**src/rtl/fetch_stage_pkg.sv**
```systemverilog
// Shared definitions for the fetch stage and the decode stage that consumes F/D.
package fetch_stage_pkg;

    typedef logic [31:0] word_t;

    localparam int unsigned IMEM_ADDR_W_DEFAULT = 12;
    localparam int unsigned CNT_W_DEFAULT       = 32;
    localparam word_t       NOP_WORD_DEFAULT    = 32'h0000_0000;  // add r0,r0,r0

    // Opcode field position, sliced by control_decode from fd_instruction
    localparam int unsigned OPCODE_MSB = 31;
    localparam int unsigned OPCODE_LSB = 27;

    function automatic logic [OPCODE_MSB-OPCODE_LSB:0] opcode_of(input word_t instr);
        return instr[OPCODE_MSB:OPCODE_LSB];
    endfunction

endpackage

```
**src/rtl/fd_latch.sv**
```systemverilog
// F/D pipeline register bank: reset/flush load a bubble, enable loads a fetched word.
module fd_latch
    import fetch_stage_pkg::*;
#(
    parameter word_t NOP_WORD = NOP_WORD_DEFAULT
) (
    input  logic        clock,
    input  logic        reset,
    input  logic        enable,
    input  logic        flush,
    input  logic [31:0] d_pc_plus1,
    input  logic [31:0] d_instruction,
    output logic [31:0] q_pc_plus1,
    output logic [31:0] q_instruction,
    output logic        q_valid
);

    // Flush overrides a deasserted enable so a redirect during a stall still bubbles
    always_ff @(posedge clock) begin
        if (reset || flush) begin
            q_pc_plus1    <= '0;
            q_instruction <= NOP_WORD;
            q_valid       <= 1'b0;
        end else if (enable) begin
            q_pc_plus1    <= d_pc_plus1;
            q_instruction <= d_instruction;
            q_valid       <= 1'b1;
        end
    end

endmodule

```
**src/rtl/fetch_stage.sv**
```systemverilog
// Instruction fetch: PC register, next-PC selection, synchronous imem addressing,
// F/D latch and saturating fetch/bubble counters.
module fetch_stage
    import fetch_stage_pkg::*;
#(
    parameter int unsigned IMEM_ADDR_W = IMEM_ADDR_W_DEFAULT,
    parameter word_t       NOP_WORD    = NOP_WORD_DEFAULT,
    parameter int unsigned CNT_W       = CNT_W_DEFAULT
) (
    input  logic                   clock,
    input  logic                   reset,
    input  logic                   stall_f,
    input  logic                   redirect,
    input  logic [31:0]            redirect_target,
    output logic [IMEM_ADDR_W-1:0] imem_addr,
    input  logic [31:0]            imem_data,
    output logic [31:0]            fd_pc_plus1,
    output logic [31:0]            fd_instruction,
    output logic                   fd_valid,
    output logic [CNT_W-1:0]       fetch_count,
    output logic [CNT_W-1:0]       bubble_count
);

    word_t pc_q;
    word_t pc_next;
    word_t pc_plus1;

    assign pc_plus1 = pc_q + 32'd1;

    always_comb begin
        pc_next = pc_plus1;
        if (reset)
            pc_next = '0;
        else if (redirect)
            pc_next = redirect_target;
        else if (stall_f)
            pc_next = pc_q;
    end

    // imem registers this address, so after each edge imem_data is the word at pc_q
    assign imem_addr = pc_next[IMEM_ADDR_W-1:0];

    always_ff @(posedge clock) begin
        if (reset)
            pc_q <= '0;
        else
            pc_q <= pc_next;
    end

    fd_latch #(
        .NOP_WORD(NOP_WORD)
    ) u_fd_latch (
        .clock        (clock),
        .reset        (reset),
        .enable       (!stall_f),
        .flush        (redirect),
        .d_pc_plus1   (pc_plus1),
        .d_instruction(imem_data),
        .q_pc_plus1   (fd_pc_plus1),
        .q_instruction(fd_instruction),
        .q_valid      (fd_valid)
    );

    always_ff @(posedge clock) begin
        if (reset) begin
            fetch_count  <= '0;
            bubble_count <= '0;
        end else if (redirect) begin
            if (bubble_count != '1)
                bubble_count <= bubble_count + CNT_W'(1);
        end else if (!stall_f) begin
            if (fetch_count != '1)
                fetch_count <= fetch_count + CNT_W'(1);
        end
    end

endmodule

```
**config.mk**
```make
export PLATFORM = sky130hd
export DESIGN_NAME = fetch_stage
export DESIGN_NICKNAME = d
export VERILOG_FILES = /design/src/rtl/fetch_stage_pkg.sv /design/src/rtl/fd_latch.sv /design/src/rtl/fetch_stage.sv
export SDC_FILE = /design/constraint.sdc
export NUM_CORES = 1
export LEC_CHECK = 0
export ABC_AREA = 1
export ABC_CLOCK_PERIOD_IN_PS = 4900
export BUFFER_PORTS_ARGS = -buffer_cell sky130_fd_sc_hd__buf_2
export CORE_UTILIZATION = 30
export DETAILED_ROUTE_END_ITERATION = 6
export PLACE_DENSITY = 0.5
export SLEW_MARGIN = 15
export SYNTH_ARGS = -nofsm -noshare
export SYNTH_HDL_FRONTEND = slang
export SYNTH_HIERARCHICAL = 1
export SYNTH_SLANG_ARGS = --single-unit
```
**constraint.sdc**
```tcl
create_clock -name clock -period 4.9 [get_ports clock]
set_input_delay 0.245 -clock clock [delete_from_list [all_inputs] [get_ports clock]]
set_output_delay 0.245 -clock clock [all_outputs]
set_load 0.1 [all_outputs]
```
-- After elaboration in Yosys (flattened, before gate mapping)
Cells that the tools add are included.
- add/sub/neg operators: 3
- eq/ne operators: 3
- muxes and demuxes: 3
- bitwise logic cells: 2
- reductions and logical operators: 3
- operator list (kind ; number):
    $add A32 B1 Y32 const B ; 3
    $mux W32 ; 2
    $ne A32 B32 Y1 const B ; 2
    $mux W12 ; 1
    $reduce_and A3 Y1 ; 1
    $ne A2 B1 Y1 const B ; 1
    $not A1 Y1 ; 2
    $reduce_and A2 Y1 ; 1
    $logic_or A1 B1 Y1 ; 1
- register bits: 161
- input bits: 68
- output and inout port bits: 141
- word-level logic and storage cells: 21

-- Depth between registers and ports, before layout
Gate-level depths: netlist of the first run.
- depth after elaboration: 4
- mapped depth: 12
- mapped depth without buffers: 12

-- Cells and area by module
Netlist of the first run, hierarchy kept.
- modules (own cells, without submodules) (module ; times used ; cells each ; area each (um^2) ; sequential area each (um^2)):
    fetch_stage ; 1 ; 1116 ; 6583.8 ; 1921.8
    fd_latch ; 1 ; 408 ; 2655.0 ; 1301.2

-- Least setup slack after synthesis of the first run
Ideal clock, no wire load.
- kind: input -> output
- from: input port redirect
- to: output port imem_addr[2]
- arrival: 2.737 ns
- required time: 4.655 ns
- slack: 1.918 ns
- cell stages on the path: 5
- buffers on the path: 3
- cell sequence: clkbuf_1 > clkbuf_1 > buf_2 > nand2_1 > a31oi_1
- longest elaborated chain between the ends: 2
- ends and longest elaborated chain (what ; line ; text):
    from (decl) ; fetch_stage.sv:13 ; input logic redirect,
    $mux W32 ; fetch_stage.sv:34 ; else if (redirect)
    $mux W12 ; fetch_stage.sv:32 ; if (reset)
    to (decl) ; fetch_stage.sv:15 ; output logic [IMEM_ADDR_W-1:0] imem_addr,
Every way passes these cells.

-- Worst setup path in the final report of the first run
- from: register pc_q[1]
- to: output port imem_addr[10]
- longest elaborated chain between the ends: 4
- ends and longest elaborated chain (what ; line ; text):
    from (decl) ; fetch_stage.sv:24 ; word_t pc_q;
    from (signal assigned) ; fetch_stage.sv:47 ; pc_q <= pc_next;
    $add A32 B1 Y32 ; fetch_stage.sv:28 ; assign pc_plus1 = pc_q + 32'd1;
    named net pc_plus1[10] ; fetch_stage.sv:26 ; word_t pc_plus1;
    $mux W32 ; fetch_stage.sv:36 ; else if (stall_f)
    $mux W32 ; fetch_stage.sv:34 ;
    $mux W12 ; fetch_stage.sv:32 ;
The timed path passes the listed nets, and every way through them passes these cells. The select of a mux whose other input is x is not followed.

==> results of run 1 <==
-- kinds of logic (layout without fill, tap and decap cells) --
| group | Yosys count | after routing |
|---|---|---|
| DFF | 161 | 161 |
| xor gates and xnor gates | 43 | 43 |
| and+or+nand+nor | 965 | 965 |
| buffers and inverters | 230 | 422 |
| adders and majority gates | 3 | 3 |
| other | 0 | 1 |
| AOI/OAI and AO/OA | 122 | 122 |
-- worst max-delay path by stage --
stage	slack (ns)	from	to	cells past startpoint
floorplan	1.92	redirect	imem_addr[2]	5
global placement	2.04	redirect	imem_addr[8]	8
detailed placement	2.03	redirect	imem_addr[8]	8
CTS	1.91	pc_q[1]$_SDFF_PP0_	imem_addr[10]	9
global route	1.71	pc_q[0]$_SDFF_PP0_	imem_addr[10]	9
finish	1.98	pc_q[1]$_SDFF_PP0_	imem_addr[10]	9
-- state kept, by name, indices dropped and copies added (netlist names) --
| register | count |
|---|---|
| u_fd_latch/q_valid | 1 |
| pc_q | 32 |
| fetch_count | 32 |
| u_fd_latch/q_pc_plus1 | 32 |
| u_fd_latch/q_instruction | 32 |
| bubble_count | 32 |
-- per-layer routing --
| layer | track usage | part of all wire |
|---|---|---|
| met2 | 0.297 | 0.45 |
| met1 | 0.231 | 0.48 |
| met4 | 0.0456 | 0.011 |
| met5 | 0 | 0.0011 |
| met3 | 0.0424 | 0.057 |
-- metrics by stage --
stage | area [um^2] | util | power [mW] | instances
2_1_floorplan | 9240 | - | 1.81 | 1524
3_3_place_gp | 10500 | 0.350 | 1.91 | 2074
3_5_place_dp | 10500 | 0.350 | 1.91 | 2074
4_1_cts | 11100 | 0.370 | 3.28 | 2106
5_1_grt | 11100 | 0.370 | 3.38 | 2106
6_report | 11100 | 0.370 | 3.22 | 2107
-- cell usage after synthesis (all sizes together) --
cell | count | share of area
clkbuf | 20 | 0.0081
dfxtp | 161 | 0.35
xnor2 | 12 | 0.011
nand3b | 1 | 0.00081
and2 | 7 | 0.0047
nor3 | 3 | 0.0016
xor2 | 31 | 0.029
a21oi | 76 | 0.048
nand4 | 15 | 0.010
buf | 34 | 0.029
inv | 176 | 0.072
o21ai | 27 | 0.015
a22o | 5 | 0.0047
nor3b | 2 | 0.0016
nor2 | 312 | 0.13
a22oi | 1 | 0.00081
a31oi | 12 | 0.0081
nand3 | 53 | 0.029
o21a | 1 | 0.00081
nand2 | 572 | 0.24
ha | 3 | 0.0041
-- tightest hold or removal path: cells and delay by family --
kind	cells	cell delay [ns]
and+or+nand+nor	3	0.15
buffers and inverters	2	0.10
-- cell type report --
type | instances | area share
repair buffers | 214 | 0.0983
clock inverters | 15 | 0.0142
well taps | 390 | 0.0441
multi-input cells | 1133 | 0.454
clock buffers | 17 | 0.0384
diodes | 1 | 0.000226
flip-flops and latches | 161 | 0.291
inverters | 176 | 0.0599
-- power groups by stage --
stage	combinational (mW)	clock, mW	sequential (mW)
finish	0.498	1.35	1.38
global route	0.539	1.46	1.39
CTS	0.505	1.40	1.38
detailed placement	0.503	0	1.41
global placement	0.503	0	1.41
floorplan	0.230	0	1.58
==> impl_metrics.csv, run 1 <==
group,metric,value,unit
placed_design,detailedPlacementHpwl,20.9,mm
routing,number_of_iterations_in_the_first_detailed_routing_pass,5,
min_path,min_path_type,"in -> reg",
global_route,grt_max_degree,105,
timing,setup_repair_after_global_routing_missed_its_margin,"false",
placed_design,place.port_buffers,208,
cts,hold_buffers,0,
setup_path,largest_incremental_delay_on_the_critical_path,0.47,ns
logic_synthesis,synth-compound-area-share,0.0768,
final_layout,syn_to_final_growth,19.9,%
setup_path,ff2ff_path_depth,10,
cts,clk_pin_slew_worst_paths,0.08,ns
pwr,switching_share_of_total_power,0.338,
floorplanning,top_level_ports,209,
logic_synthesis,yosys.cell_types.count,33,
pwr,p_leak,4.98,nW
floorplanning,dieHeight,177,um
routing,drc_errors,0,
pwr,clockPowerShare,0.417,
pwr,netSwitchingPower,1.09,mW
cts,cts-resized-gates,0,
pwr,combPwrFrac,0.155,
cts,cts-buffers-inserted,17,
logic_synthesis,sequential_share_of_the_synthesized_area,0.349,
routing,ant_nets,0,
logic_synthesis,adder_cell_share_of_the_synthesized_area,0.00406,
floorplanning,design.core.area,30000,um^2
cts,cts.root.buffer_cell,"clkbuf_16",
routing,drt-vias-per-instance,4.45,
final_layout,num-fill-cells,3406,
timing,final.setup_skew,0.0165,ns
outcome,status,"finished clean",
global_route,antenna_violations_before_repair,3,
setup_path,cell_chain_critical_path,"ha_1 > nand2_1 > nor2_1 > nand2_1 > nor2_1 > xor2_1 > nand2_1 > a21oi_1 > buf_2",
global_route,overflow,0,
min_path,startpoint_of_the_lowest_slack_hold_path,"imem_data[20]",
pwr,part_of_the_total_power_dissipated_in_sequential_elements,0.428,
setup_path,worst_ep_arrival_time,2.67,ns
final_layout,final_cell_mix,"nand2_1, nor2_1, buf_2, inv_1, dfxtp_1",
cts,max-clock-path-buffers,2,
setup_path,worstPathBufferInverterCount,1,
timing,period_share,0.595,
floorplanning,die_x,177,um
timing,fin_worst_hold_slack,0.0858,ns
timing,worst_slew_pin_slew,1.02,ns
setup_path,critical_path_required,4.66,ns
final_layout,layout-drive-gt1-share,0.171,
logic_synthesis,yosys.area_share.xor_xnor,0.0408,
setup_path,setup.worst_path.class,"reg -> out",
logic_synthesis,syn_nets,1595,
routing,vias,9377,
logic_synthesis,synthSimpleGateAreaFrac,0.421,
floorplanning,placement_rows,63,
timing,max_clock_freq,0.343,GHz
cts,post-cts-setup-buffers,0,
setup_path,origin_of_the_critical_flop_to_flop_path,"fetch_count[0]$_SDFFE_PP0P_",
setup_path,capture_point_of_the_worst_reg_to_reg_path,"fetch_count[23]$_SDFFE_PP0P_",
global_route,grt_util_all_layers,0.179,
placed_design,setup_slack_placement,2.03,ns
setup_path,rrSetupSlack,2.49,ns
timing,finalHoldViolations,0,
routing,routedWlPerCell,13.3,um
global_route,first_pass_grt_wire_length,44.2,mm
setup_path,crit_family,"simple AND/OR/NAND/NOR gates",
global_route,first_global_vias,8595,
cts,tritoncts,"built",
cts,numClockSinks,161,
timing,total_neg_setup_slack,0,ns
routing,wl,28.0,mm
timing,final-setup-viol-count,0,
min_path,min_path_cells,5,
run,max_cap_violations,0,
floorplanning,start_util,0.308,
timing,slew_viol_final,0,
setup_path,crit_slowest_cell,"buf_2",
routing,first_drt_iteration_drcs,408,
setup_path,setup.worst_path.start_class,"flip-flop",
logic_synthesis,synth_mux_area_frac,0,
pwr,worst_vdd_drop,0.000222,V
final_layout,net_count_final,1774,
cts,clkLatencyLatePin,0.44,ns
logic_synthesis,synthesis.area,9240,um^2
cts,ctsHtreeMaxLevel,4,
final_layout,final-seq-area,3220,um^2
timing,post-route-worst-setup-slack,1.98,ns
placed_design,finalWeightedCongestion,0.886,
timing,relSlewSlack,0.323,
setup_path,crit_path_end_kind,"output port",
floorplanning,floorplan_die_area,31500,um^2
timing,post-route-min-period,2.92,ns
setup_path,crit_path_frequent_cell,"nand2_1",
logic_synthesis,yosys_warns,6,
logic_synthesis,syn_area_per_cell,6.06,um^2
pwr,power_density,291,nW/um^2
logic_synthesis,postSynthCellCount,1524,
logic_synthesis,synth-seq-cells,161,
min_path,min_to,"u_fd_latch/q_instruction[20]$_SDFFE_PP0P_",
final_layout,multi_input_comb_area,5030,um^2
final_layout,mostFrequentLayoutCell,"nand2_1",
pwr,internal_power,2.14,mW
setup_path,critPathMaxFanout,4,
logic_synthesis,synth_top_family_by_area,"simple AND/OR/NAND/NOR gates",
Power figures use the tool's default switching activity.
==> run 2, diff against run 1 <==
Settings changed: ABC_AREA 1 to 0, ABC_CLOCK_PERIOD_IN_PS 4900 to 2900, PLACE_DENSITY 0.5 to 0.51.
Clock period 4.9 ns to 2.9 ns, I/O delays scaled along.
==> run 2 against run 1 <==
Against the previous run: synthesized area down 12%; first-iteration DRC count down 19%; routed wire length down 16%; die area down 12%; largest power group unchanged; via count down 19%.
==> impl_metrics.csv, run 2 <==
group,metric,value,unit
setup_path,ff2ff_path_depth,7,
timing,worst_slew_pin_slew,0.764,ns
final_layout,layout-drive-gt1-share,0.267,
final_layout,syn_to_final_growth,29.2,%
cts,clk_pin_slew_worst_paths,0.08,ns
outcome,status,"finished clean",
floorplanning,top_level_ports,209,
final_layout,antenna_cells,0,
global_route,grt_max_degree,59,
global_route,first_global_vias,7343,
setup_path,critical_path_required,2.76,ns
setup_path,crit_path_end_kind,"output port",
global_route,grt_util_all_layers,0.169,
setup_path,rrSetupSlack,0.49,ns
floorplanning,start_util,0.310,
timing,post-route-min-period,2.69,ns
pwr,internal_power,3.64,mW
floorplanning,dieHeight,167,um
routing,number_of_iterations_in_the_first_detailed_routing_pass,4,
floorplanning,design.core.area,26400,um^2
setup_path,setup.worst_path.class,"reg -> out",
placed_design,postPlaceCellArea,9460,um^2
logic_synthesis,yosysMostFrequentCell,"dfxtp_1",
logic_synthesis,async_flop_share,0,
cts,clkLatencyLatePin,0.43,ns
final_layout,mostFrequentLayoutCell,"buf_2",
timing,post-route-worst-setup-slack,0.211,ns
routing,drc_errors,0,
placed_design,numPlacedInstances,1435,
timing,period_share,0.927,
routing,routedWlPerCell,15.6,um
logic_synthesis,sequential_share_of_the_synthesized_area,0.395,
placed_design,finalWeightedCongestion,0.772,
setup_path,capture_point_of_the_worst_reg_to_reg_path,"fetch_count[15]$_SDFFE_PP0P_",
pwr,p_leak,4.34,nW
setup_path,worstSetupStartpoint,"pc_q[5]$_SDFF_PP0_",
logic_synthesis,syn_nets,1006,
logic_synthesis,post-synth-top-area-cell,"dfxtp_1",
run,max_cap_violations,0,
placed_design,place.port_buffers,208,
logic_synthesis,yosys_warns,6,
timing,max_clock_freq,0.372,GHz
routing,first_drt_iteration_drcs,330,
logic_synthesis,ys_dominant_reg_cell,"dfxtp_1",
pwr,worst_vdd_drop,0.000259,V
timing,final-setup-viol-count,0,
cts,tritoncts,"built",
logic_synthesis,synth-seq-cells,161,
routing,wl,23.6,mm
setup_path,worst_ep_arrival_time,2.54,ns
timing,final.setup_skew,0.0150,ns
global_route,overflow,0,
final_layout,final_cell_count_no_fill,1514,
logic_synthesis,synthesis.area,8160,um^2
final_layout,net_count_final,1237,
logic_synthesis,postSynthCellCount,935,
logic_synthesis,synth.top_cell.area_share,0.395,
timing,slew_viol_final,0,
logic_synthesis,yosys-top-cells-area,"dfxtp_1, mux2i_1, nor2_1",
logic_synthesis,synth_edf_count,0,
min_path,min_path_type,"in -> reg",
setup_path,endpoint_of_the_most_critical_setup_path,"imem_addr[11]",
pwr,clockPowerShare,0.424,
timing,relSlewSlack,0.487,
global_route,first_pass_grt_wire_length,38.2,mm
cts,ctsHtreeMaxLevel,4,
logic_synthesis,syn_area_per_cell,8.72,um^2
placed_design,setup_slack_placement,0.498,ns
final_layout,final_cell_mix,"buf_2, dfxtp_1, nor2_1, mux2i_1, nand2_1",
setup_path,setup.worst_path.start_class,"flip-flop",
cts,cts-buffers-inserted,17,
setup_path,critPathMaxFanout,7,
logic_synthesis,yosys.cell_types.count,67,
timing,setup_repair_after_global_routing_missed_its_margin,"false",
pwr,part_of_the_total_power_dissipated_in_sequential_elements,0.438,
pwr,netSwitchingPower,1.69,mW
timing,total_neg_setup_slack,0,ns
floorplanning,placement_rows,59,
pwr,combPwrFrac,0.138,
logic_synthesis,synth.cells.most_frequent,"dfxtp_1, nor2_1, mux2i_1",
floorplanning,floorplan_die_area,27900,um^2
cts,max-clock-path-buffers,2,
final_layout,design_area,10500,um^2
placed_design,detailedPlacementHpwl,16.3,mm
floorplanning,die_x,167,um
global_route,antenna_violations_before_repair,0,
pwr,power_density,507,nW/um^2
routing,vias,7589,
pwr,switching_share_of_total_power,0.317,
routing,drt-vias-per-instance,5.01,
cts,numClockSinks,161,
cts,cts.root.buffer_cell,"clkbuf_16",
routing,ant_nets,0,
setup_path,origin_of_the_critical_flop_to_flop_path,"fetch_count[0]$_SDFFE_PP0P_",
timing,finalHoldViolations,0,
-- run 2: cell count changes in the layout (fill, tap and decap cells not counted), moves of 23 or more --
cell and delta:
dlygate4sd3_1 +46, mux2i_1 +67, nor2_1 -173, inv_1 -162, nand3_1 -23, nand4_1 +28
or3_1 +28, nand2_1 -498
-- run 2: worst max-delay path: stages (launching register included) --
cell and delay [ns]:
dfxtp_1 0.45, nand3_2 0.21, or3_1 0.53, nor3_1 0.25, xnor2_1 0.13, a211oi_2 0.28, buf_6 0.26
-- run 2: cell type report --
type	count	area, um^2
fillers	2713	15800
multi-input cells	699	4540
clock inverters	15	169
inverters	13	51.3
repair buffers	274	1700
flip-flops and latches	161	3230
well taps	335	419
clock buffers	17	425
-- run 2: worst min path at each step --
stage                             start                                        end  cells past startpoint
floorplan           redirect_target[16]                      pc_q[16]$_SDFFE_PP0P_                      2
global placement          imem_data[17]  u_fd_latch/q_instruction[17]$_SDFFE_PP0P_                      3
detailed placement        imem_data[10]  u_fd_latch/q_instruction[10]$_SDFFE_PP0P_                      3
CTS                 redirect_target[19]                      pc_q[19]$_SDFFE_PP0P_                      3
global route        redirect_target[27]                      pc_q[27]$_SDFFE_PP0P_                      3
finish              redirect_target[19]                      pc_q[19]$_SDFFE_PP0P_                      3
-- run 2: power by group through the flow --
| stage | combinational, mW | clock, mW | sequential [mW] |
|---|---|---|---|
| after floorplan | 0.354 | 0 | 2.57 |
| after global placement | 0.691 | 0 | 2.39 |
| after detailed placement | 0.690 | 0 | 2.39 |
| after CTS | 0.740 | 2.35 | 2.34 |
| after global routing | 0.781 | 2.44 | 2.35 |
| final | 0.735 | 2.26 | 2.34 |
-- run 2: logic make-up after synthesis --
kind of cell	Yosys count	share of synthesized area
adder cells (fa/ha/maj)	3	0.00460
AND/OR/NAND/NOR	410	0.272
XOR/XNOR	64	0.0687
AO/OA/AOI/OAI	153	0.122
multiplexers	69	0.0854
buffers and inverters	75	0.0521
flip-flops	161	0.395
-- run 2: metrics by stage --
step	total power [mW]	utilization	hold slack [ns]
3_3_place_gp	3.08	0.359	0.378
2_1_floorplan	2.93	-	0.290
5_1_grt	5.57	0.400	0.0188
3_5_place_dp	3.08	0.359	0.388
4_1_cts	5.43	0.399	0.00727
6_report	5.34	0.400	0.0192
-- run 2: what timing repair did --
item | 4_1_cts | 5_1_grt
resized for setup | 0 | 6
endpoints found under the hold margin | 46 | 0
endpoints found under the setup margin | 0 | 3
hold buffers | 46 | 0
setup buffers | 0 | 1
-- run 2: routing by layer --
layer,share of wire,vias up,track usage,wire length [um]
met4,0.0078,0,0.0447,185
met5,0,-,0,0
li1,-,3853,-,-
met1,0.46,3560,0.214,10900
met2,0.47,161,0.286,11200
met3,0.056,15,0.0409,1330
==> run 3, diff against run 2 <==
Settings changed: ABC_AREA 0 to 1, PLACE_DENSITY 0.51 to 0.5.
==> run 3 against run 2 <==
Against the previous run: die area rose by 13%; routed wire length rose by 22%; critical path depth rose by 3; via count rose by 26%; count of clock-buffer cells in the layout did not move; first-iteration DRC count rose by 49%; largest cell class unchanged; highest routed layer is now met5.
==> impl_metrics.csv, run 3 (synthesis results as in run 1) <==
group,metric,value,unit
outcome,status,"finished clean",
routing,wl,28.8,mm
routing,vias,9571,
pwr,netSwitchingPower,1.84,mW
routing,drt-vias-per-instance,4.46,
global_route,globalRouteMet2Util,0.299,
placed_design,finalWeightedCongestion,0.902,
setup_path,worst_ep_arrival_time,2.50,ns
global_route,first_pass_grt_wire_length,45.9,mm
placed_design,numPlacedInstances,2079,
routing,drc_errors,0,
timing,total_neg_setup_slack,0,ns
timing,max_clock_freq,0.379,GHz
placed_design,place.port_buffers,208,
cts,cts.root.buffer_cell,"clkbuf_16",
final_layout,mostFrequentLayoutCell,"nand2_1",
placed_design,detailedPlacementHpwl,21.1,mm
routing,routedWlPerCell,13.4,um
pwr,p_leak,5.20,nW
routing,first_drt_iteration_drcs,492,
timing,final-setup-viol-count,0,
global_route,overflow,0,
floorplanning,top_level_ports,209,
global_route,busiest_layer_in_global_routing,"met2",
placed_design,setup_slack_placement,0.516,ns
final_layout,net_count_final,1813,
pwr,power_density,473,nW/um^2
cts,clkLatencyLatePin,0.44,ns
pwr,design_power_total,5.51,mW
setup_path,setup.worst_path.class,"reg -> out",
floorplanning,dieHeight,177,um
setup_path,setup.worst_path.start_class,"flip-flop",
pwr,worst_vdd_drop,0.000382,V
run,max_cap_violations,0,
cts,tritoncts,"built",
global_route,met1_usage,0.238,
global_route,first_global_vias,8899,
global_route,global_route.usage.met3,0.0437,
timing,fin_worst_hold_slack,0.0277,ns
floorplanning,die_x,177,um
floorplanning,design.core.area,30000,um^2
pwr,combPwrFrac,0.167,
timing,relSlewSlack,0.524,
timing,final.setup_skew,0.00965,ns
final_layout,layout-drive-gt1-share,0.170,
timing,post-route-min-period,2.64,ns
cts,cts-buffers-inserted,17,
cts,numClockSinks,161,
floorplanning,placement_rows,63,
pwr,switching_share_of_total_power,0.334,
timing,period_share,0.910,
global_route,grt_max_degree,130,
routing,ant_nets,0,
timing,setup_repair_after_global_routing_missed_its_margin,"false",
cts,max-clock-path-buffers,2,
final_layout,syn_to_final_growth,26.2,%
floorplanning,floorplan_die_area,31500,um^2
floorplanning,start_util,0.308,
pwr,part_of_the_total_power_dissipated_in_sequential_elements,0.423,
routing,number_of_iterations_in_the_first_detailed_routing_pass,5,
cts,ctsHtreeMaxLevel,4,
global_route,grt_util_all_layers,0.185,
final_layout,final_cell_count_no_fill,2148,
cts,clk_pin_slew_worst_paths,0.07,ns
timing,finalHoldViolations,0,
min_path,min_path_type,"in -> reg",
setup_path,crit_path_end_kind,"output port",
setup_path,critPathMaxFanout,4,
timing,post-route-worst-setup-slack,0.260,ns
pwr,internal_power,3.67,mW
setup_path,critical_path_required,2.76,ns
global_route,antenna_violations_before_repair,5,
final_layout,final_cell_mix,"nand2_1, nor2_1, buf_2, inv_1, dfxtp_1",
timing,worst_slew_pin_slew,0.714,ns
pwr,clockPowerShare,0.410,
timing,slew_viol_final,0,
[run 3: worst paths after layout]
check / start / end / slack [ns] / cells past startpoint
max: pc_q[1]$_SDFF_PP0_ / imem_addr[10] / 0.26 / 9
min: redirect_target[4] / pc_q[4]$_SDFF_PP0_ / 0.03 / 3
max reg2reg: fetch_count[0]$_SDFFE_PP0P_ / fetch_count[14]$_SDFFE_PP0P_ / 0.55 / 10
min reg2reg: u_fd_latch/q_valid$_SDFFE_PP0P_ / u_fd_latch/q_valid$_SDFFE_PP0P_ / 0.46 / 1
[run 3: per-layer routing]
metal / part of all wire / wire (um)
met2: 0.45 / 12900
met3: 0.057 / 1650
met5: 0.00097 / 28
met1: 0.48 / 13700
met4: 0.017 / 479
[run 3: power groups by stage]
stage / logic [mW] / clock network (mW) / registers (mW)
after floorplan: 0.389 / 0 / 2.67
after global placement: 0.892 / 0 / 2.38
after detailed placement: 0.894 / 0 / 2.38
after CTS: 0.932 / 2.35 / 2.33
after global routing: 1.00 / 2.44 / 2.34
final: 0.922 / 2.26 / 2.33
[run 3: final cells by class]
| class | instances | area (um^2) |
|---|---|---|
| Fill cell | 3318 | 18300 |
| Multi-Input combinational cell | 1133 | 5030 |
| Sequential cell | 161 | 3220 |
| Timing Repair Buffer | 253 | 1660 |
| Inverter | 176 | 663 |
| Tap cell | 390 | 488 |
| Clock buffer | 17 | 425 |
| Clock inverter | 15 | 168 |
| Antenna cell | 3 | 7.51 |
[run 3: critical path, cell delays in order, from the launching register on]
cell and delay, ns:
dfxtp_1 0.38, ha_1 0.18, nand2_1 0.07, nor2_1 0.15
nand2_1 0.13, nor2_1 0.25, xor2_1 0.30, nand2_1 0.11
a21oi_1 0.26, buf_12 0.22
[run 3: metrics by stage]
stage,instance area (um^2),util
after floorplan,9240,-
after global placement,10700,0.358
after detailed placement,10700,0.358
after CTS,11700,0.389
after global routing,11700,0.389
final,11700,0.389
[run 3: timing repair]
item | in CTS | in global routing
gates resized for setup | 0 | 0
endpoints found under the hold margin | 34 | 0
setup buffers | 0 | 0
hold buffers | 34 | 0
